File: src/rtl/multicycle_controller_pkg.sv
// Shared definitions for the multicycle controller: state encoding, opcode/funct
// constants and the 3-bit ALU operation codes (also used by the ALU itself).
package multicycle_controller_pkg;

    typedef enum logic [3:0] {
        S_FETCH     = 4'd0,
        S_DECODE    = 4'd1,
        S_MEM_ADDR  = 4'd2,
        S_MEM_READ  = 4'd3,
        S_MEM_WB    = 4'd4,
        S_MEM_WRITE = 4'd5,
        S_R_EXEC    = 4'd6,
        S_R_WB      = 4'd7,
        S_I_EXEC    = 4'd8,
        S_I_WB      = 4'd9,
        S_BRANCH    = 4'd10,
        S_JUMP      = 4'd11
    } state_t;

    localparam logic [5:0] OP_RTYPE = 6'b000000;
    localparam logic [5:0] OP_LW    = 6'b100011;
    localparam logic [5:0] OP_SW    = 6'b101011;
    localparam logic [5:0] OP_ADDI  = 6'b001000;
    localparam logic [5:0] OP_SLTI  = 6'b001010;
    localparam logic [5:0] OP_BEQ   = 6'b000100;
    localparam logic [5:0] OP_BNE   = 6'b000101;
    localparam logic [5:0] OP_J     = 6'b000010;

    localparam logic [5:0] FN_ADD = 6'b100000;
    localparam logic [5:0] FN_SUB = 6'b100010;
    localparam logic [5:0] FN_SLT = 6'b101010;

    localparam logic [2:0] ALU_ADD = 3'b000;
    localparam logic [2:0] ALU_SUB = 3'b001;
    localparam logic [2:0] ALU_SLT = 3'b010;
    localparam logic [2:0] ALU_BEQ = 3'b011;
    localparam logic [2:0] ALU_BNE = 3'b100;

    // Unknown opcodes return to FETCH, making them a two-cycle no-op.
    function automatic state_t decode_target(input logic [5:0] opcode);
        case (opcode)
            OP_LW, OP_SW:     return S_MEM_ADDR;
            OP_RTYPE:         return S_R_EXEC;
            OP_ADDI, OP_SLTI: return S_I_EXEC;
            OP_BEQ, OP_BNE:   return S_BRANCH;
            OP_J:             return S_JUMP;
            default:          return S_FETCH;
        endcase
    endfunction

endpackage

File: src/rtl/mc_alu_decode.sv
// Combinational ALU operation select from controller state, opcode and funct.
module mc_alu_decode
    import multicycle_controller_pkg::*;
(
    input  state_t      state,
    input  logic [5:0]  opcode,
    input  logic [5:0]  funct,
    output logic [2:0]  alu_func
);

    always_comb begin
        alu_func = ALU_ADD;
        case (state)
            S_R_EXEC: begin
                case (funct)
                    FN_SUB:  alu_func = ALU_SUB;
                    FN_SLT:  alu_func = ALU_SLT;
                    default: alu_func = ALU_ADD;
                endcase
            end
            S_I_EXEC: alu_func = (opcode == OP_SLTI) ? ALU_SLT : ALU_ADD;
            S_BRANCH: alu_func = (opcode == OP_BNE) ? ALU_BNE : ALU_BEQ;
            default:  alu_func = ALU_ADD;
        endcase
    end

endmodule

File: src/rtl/multicycle_controller.sv
// Moore-style control FSM for a multicycle MIPS-like datapath; outputs decode
// from the state register, with mem_ready/zero feeding the handshake strobes.
module multicycle_controller
    import multicycle_controller_pkg::*;
(
    input  logic        clk,
    input  logic        rst,
    input  logic [5:0]  opcode,
    input  logic [5:0]  funct,
    input  logic        zero,
    input  logic        mem_ready,
    output logic        pc_write,
    output logic        iord,
    output logic        mem_read,
    output logic        mem_write,
    output logic        ir_write,
    output logic        reg_dst,
    output logic        mem_to_reg,
    output logic        reg_write,
    output logic        alu_src_a,
    output logic [1:0]  alu_src_b,
    output logic [1:0]  pc_src,
    output logic [2:0]  alu_func
);

    state_t state_reg;
    state_t state_next;

    logic pc_write_dec;
    logic mem_read_dec;
    logic mem_write_dec;
    logic ir_write_dec;
    logic reg_write_dec;

    always_ff @(posedge clk or posedge rst) begin
        if (rst) begin
            state_reg <= S_FETCH;
        end else begin
            state_reg <= state_next;
        end
    end

    always_comb begin
        state_next = state_reg;
        case (state_reg)
            S_FETCH:     if (mem_ready) state_next = S_DECODE;
            S_DECODE:    state_next = decode_target(opcode);
            S_MEM_ADDR:  state_next = (opcode == OP_SW) ? S_MEM_WRITE : S_MEM_READ;
            S_MEM_READ:  if (mem_ready) state_next = S_MEM_WB;
            S_MEM_WRITE: if (mem_ready) state_next = S_FETCH;
            S_R_EXEC:    state_next = S_R_WB;
            S_I_EXEC:    state_next = S_I_WB;
            default:     state_next = S_FETCH;
        endcase
    end

    always_comb begin
        pc_write_dec  = 1'b0;
        iord          = 1'b0;
        mem_read_dec  = 1'b0;
        mem_write_dec = 1'b0;
        ir_write_dec  = 1'b0;
        reg_dst       = 1'b0;
        mem_to_reg    = 1'b0;
        reg_write_dec = 1'b0;
        alu_src_a     = 1'b0;
        alu_src_b     = 2'b00;
        pc_src        = 2'b00;
        case (state_reg)
            S_FETCH: begin
                mem_read_dec = 1'b1;
                alu_src_b    = 2'b01;
                ir_write_dec = mem_ready;
                pc_write_dec = mem_ready;
            end
            S_DECODE:   alu_src_b = 2'b11;
            S_MEM_ADDR: begin
                alu_src_a = 1'b1;
                alu_src_b = 2'b10;
            end
            S_MEM_READ: begin
                iord         = 1'b1;
                mem_read_dec = 1'b1;
            end
            S_MEM_WB: begin
                mem_to_reg    = 1'b1;
                reg_write_dec = 1'b1;
            end
            S_MEM_WRITE: begin
                iord          = 1'b1;
                mem_write_dec = 1'b1;
            end
            S_R_EXEC: alu_src_a = 1'b1;
            S_R_WB: begin
                reg_dst       = 1'b1;
                reg_write_dec = 1'b1;
            end
            S_I_EXEC: begin
                alu_src_a = 1'b1;
                alu_src_b = 2'b10;
            end
            S_I_WB: reg_write_dec = 1'b1;
            S_BRANCH: begin
                alu_src_a    = 1'b1;
                pc_src       = 2'b01;
                pc_write_dec = ~zero;
            end
            S_JUMP: begin
                pc_src       = 2'b10;
                pc_write_dec = 1'b1;
            end
            default: ;
        endcase
    end

    // Strobes are masked directly by rst so a FETCH-in-reset never writes IR/PC.
    assign pc_write  = pc_write_dec  & ~rst;
    assign mem_read  = mem_read_dec  & ~rst;
    assign mem_write = mem_write_dec & ~rst;
    assign ir_write  = ir_write_dec  & ~rst;
    assign reg_write = reg_write_dec & ~rst;

    mc_alu_decode u_alu_decode (
        .state    (state_reg),
        .opcode   (opcode),
        .funct    (funct),
        .alu_func (alu_func)
    );

endmodule

File: config.mk
export PLATFORM = sky130hd
export DESIGN_NAME = multicycle_controller
export DESIGN_NICKNAME = d
export VERILOG_FILES = /design/src/rtl/multicycle_controller_pkg.sv /design/src/rtl/mc_alu_decode.sv /design/src/rtl/multicycle_controller.sv
export SDC_FILE = /design/constraint.sdc
export NUM_CORES = 1
export LEC_CHECK = 0
export CAP_MARGIN = 10
export CORE_MARGIN = 1
export CORE_UTILIZATION = 38
export DETAILED_ROUTE_END_ITERATION = 10
export PLACE_DENSITY = 0.81
export SETUP_SLACK_MARGIN = 0.05
export SLEW_MARGIN = 30
export SYNTH_ARGS = -nofsm -noshare
export SYNTH_HDL_FRONTEND = slang
export SYNTH_SLANG_ARGS = --single-unit
File: constraint.sdc
create_clock -name clk -period 1.7 [get_ports clk]
set_clock_uncertainty 0.15 [all_clocks]
set_input_delay 0.255 -clock clk [delete_from_list [all_inputs] [get_ports clk]]
set_output_delay 0.255 -clock clk [all_outputs]
set_load 0.01 [all_outputs]
==> metrics.md, run 1 <==
| Metric | Value |
|---|---|
| Post-Syn Nets | `100` |
| Yosys cell types | `35` |
| Port Buffers | `31` |
| Status | `did not finish` |
| Post-synth EDFFs | `0` |
| Fraction of registers with async set/reset | `100%` |
| Placer Congestion | `0.806` |
| Sink Count | `4` |
| Post-Syn Area per Cell | `7.02 µm²` |
| Row cnt | `13` |
| Clock root buffer | `clkbuf_4` |
| Synthesized cell area | `589 µm²` |
| Tool Error | `[ERROR DPL-0033] detailed placement checks failed during check placement.` |
| Starting Density | `43.1%` |
| Seq/Total Area, Yosys | `17.0%` |
| Setup WS pre-CTS | `-580 ps` |
| Die W | `41.4 µm` |
| Dpl hpwl | `1.64 mm` |
| Num CTS Buffers | `3` |
| Chip height | `41.4 µm` |
| CTS Hold Bufs | `0` |
| Synth warn | `0` |
| Flops & latches, synth | `4` |
| H-tree depth reported by CTS | `1` |
| Post-CTS setup buffers | `15` |
| Prevailing post-synth register cell | `dfrtp_1` |
| Syn Inst Count | `84` |
| Clock tree buffer depth | `2` |
| # resized after CTS | `111` |
| Last flow stage reached | `clock tree synthesis` |
| IO Count | `32` |
==> metrics by stage <==
stage / std cells / util [%] / area, µm²
2_1_floorplan: 84 / - / 599
3_3_place_gp: 155 / 81.7 / 1120
3_5_place_dp: 155 / 81.7 / 1120
==> cells by family after synthesis <==
family | after synthesis | synth area share [%]
XOR/XNOR | 1 | 1.49
AND/OR/NAND/NOR | 42 | 39.5
flip-flops | 4 | 17.0
AO/OA/AOI/OAI | 23 | 27.0
buffers and inverters | 12 | 11.5
multiplexers | 2 | 3.61
==> cell usage after synthesis, drive strengths merged (2+ instances only) <==
cell / n / area share (%)
a21o: 2 / 3.0
a21oi: 7 / 5.9
a31oi: 2 / 2.1
buf: 6 / 7.6
dfrtp: 4 / 17
inv: 6 / 3.8
nand2: 5 / 3.2
nand2b: 2 / 2.1
nand3: 2 / 1.7
nand4: 4 / 4.2
nor2: 14 / 8.9
nor3: 5 / 4.2
nor4: 3 / 5.7
o21ai: 3 / 2.5
o22ai: 2 / 2.1
or2: 2 / 2.1
==> run 2: changes to the inputs <==
- CORE_AREA: not set -> 2 2 63 65
- CORE_MARGIN: 1 -> not set
- CORE_UTILIZATION: 38 -> not set
- DIE_AREA: not set -> 0 0 65 67
- PLACE_DENSITY: 0.81 -> not set
- PLACE_DENSITY_LB_ADDON: not set -> 0.15
- SETUP_SLACK_MARGIN: 0.05 -> not set
==> run 2 against run 1 <==
  * The flow now finishes, with violations (negative setup slack)
  * Synthesized cell count stayed put
  * Area after synthesis unchanged
==> metrics.md, run 2 <==
| Metric | Value |
|---|---|
| Vias per cell | `4.35` |
| Share of layout cells above drive strength 1 | `63.7%` |
| Setup ws final | `-132 ps` |
| Dpl hpwl | `1.82 mm` |
| Most frequent cells in the layout | `buf_4, buf_6, buf_2` |
| Synth warn | `0` |
| Crit. End Element | `output port` |
| Die area | `4360 µm²` |
| Setup slack, reg-to-reg | `0 ps` |
| Die W | `65 µm` |
| Synth top cells by count | `nor2_1, a21oi_1, inv_1` |
| H-tree depth reported by CTS | `1` |
| Met2 GRT Util | `23.6%` |
| Status | `finished, violations left` |
| Syn Inst Count | `84` |
| Clock transition at path regs | `30 ps` |
| Antenna violations before repair | `0` |
| Clock root buffer | `clkbuf_8` |
| Failing checks | `negative setup slack` |
| Row cnt | `22` |
| Prevailing post-synth register cell | `dfrtp_1` |
| CTS tree | `done` |
| Most common cell after layout, fill and taps aside | `buf_4` |
| P per Cell Area | `1030 nW/µm²` |
| Critical path startpoint category | `flip-flop` |
| Post-Syn Nets | `100` |
| Post-Syn Area per Cell | `7.02 µm²` |
| Placed cells | `193` |
| Routed Wire Length | `2.55 mm` |
| Arrival time worst endpoint | `1430 ps` |
| Vias in the first global route | `890` |
| Total gr overflow | `0` |
| GRT Max-Usage Layer | `met2` |
| Most frequent cell after synthesis | `nor2_1` |
| Worst-Margin Slew | `292 ps` |
| Lkg Pwr | `0.683 nW` |
| DRC viols | `0` |
| Sink Count | `4` |
| Later-pin clock latency in the skew report | `220 ps` |
| First-pass GRT wire length | `3.93 mm` |
| CTS Hold Bufs | `0` |
| Max_slew headroom | `80.4%` |
| Seq/Total Area, Yosys | `17.0%` |
| Setup WS pre-CTS | `-589 ps` |
| Unrepaired setup endpoints after global routing | `yes` |
| Share of the synthesized area in the top cell type | `17.0%` |
| Flops & latches, synth | `4` |
| Worst hold path class | `in -> async` |
| Core area | `3610 µm²` |
| Via count | `904` |
| Starting Density | `16.3%` |
| Period utilisation layout | `108%` |
| IO Count | `32` |
| Critical Path RT | `1290 ps` |
| GR Util met1 | `12.4%` |
| Util after Layout | `40.9%` |
| # nets final | `178` |
| Cell taking the most area after synthesis | `dfrtp_1` |
| Gr usage total | `11.9%` |
| GR Util met3 | `3.04%` |
| Yosys cell types | `35` |
| Fillers | `388` |
| TritonRoute pass-1 iters | `4` |
| Pins over their slew limit | `0` |
| Antenna diodes | `0` |
| Critical path type | `reg -> out` |
| Post-synth EDFFs | `0` |
| Final hold vios | `0` |
| Chip height | `67 µm` |
| Storage element area | `100 µm²` |
| Iteration-0 DRC Markers | `29` |
| Cell Count, Final, Fillers Out | `208` |
| Post-route ant nets | `0` |
| Fmax | `0.546 GHz` |
| Synthesized cell area | `589 µm²` |
| Port Buffers | `31` |
| WL per Instance | `12.2 µm` |
| Area contributors post-synth | `dfrtp_1, nor2_1, a21oi_1` |
| Clock tree buffer depth | `2` |
| Crit path max fanout | `8` |
| Worst VDD drop | `548 µV` |
| Placer Congestion | `0.810` |
| Area delta synth->final | `150%` |
| Max FFs per register | `4` |
| Num CTS Buffers | `3` |
| Fraction of registers with async set/reset | `100%` |
| Largest net degree at the start of global routing | `9` |
| Total setup violations reported at the end of the flow | `8` |
| Final min period | `1830 ps` |
| Multi-input combinational cell area | `579 µm²` |
| Max-cap check violation count | `0` |
run 2: cell counts after synthesis:
Identical to the previous run, type by type.
run 2: per-layer routing:
metal	share of wire [%]	vias up
met4	0	0
met1	40	417
met5	0	-
li1	-	462
met3	4.2	0
met2	56	25
run 2: cells by family after synthesis:
family          Yosys count  share of synthesized area [%]
simple gates             42                           39.5
xor+xnor                  1                           1.49
flops                     4                           17.0
buf+inv                  12                           11.5
mux                       2                           3.61
compound gates           23                           27.0
run 2: cell type report:
type	instances	area share, %
timing repair buffer	79	45.4
multi-input combinational	68	39.3
sequential	4	6.79
tap	48	4.07
clock buffer	3	2.80
inverter	6	1.70
run 2: worst max-delay path, cell delays in order, from the launching register on:
cell and delay (ps):
dfrtp_1 350, buf_6 140, or2b_4 300, buf_6 130, nor3_2 150, buf_2 140
run 2: timing repair:
| item | 4_1_cts | 5_1_grt |
|---|---|---|
| resized for setup | 105 | 22 |
| setup endpoints to repair | 18 | 17 |
| buffers inserted | 5 | 8 |
| pin swaps | 11 | 14 |
run 2: through the flow:
step	TNS [ps]	hold WS [ps]	instance area (µm²)	power [mW]
2_1_floorplan	0	-129	589	0.605
6_report	-641	341	1480	1.52
3_5_place_dp	-5930	526	1180	1.01
5_1_grt	-1520	391	1480	1.62
3_3_place_gp	-5900	535	1180	1.01
4_1_cts	-495	319	1350	1.37
run 2: final timing paths:
check | startpoint | to | cells after the start
max reg2reg | state_reg[0] | state_reg[2] | 6
min reg2reg | state_reg[3] | state_reg[1] | 3
max in group asynchronous | rst | state_reg[3] | 3
min in group clk | opcode[4] | state_reg[3] | 4
min | rst | state_reg[2] | 3
max | state_reg[0] | mem_write | 5
run 2: power by group:
part | switching, mW | internal [mW]
logic | 0.544 | 0.633
registers | 0.0179 | 0.123
clock network | 0.0506 | 0.151
total | 0.612 | 0.907
Power figures use the tool's default switching activity.
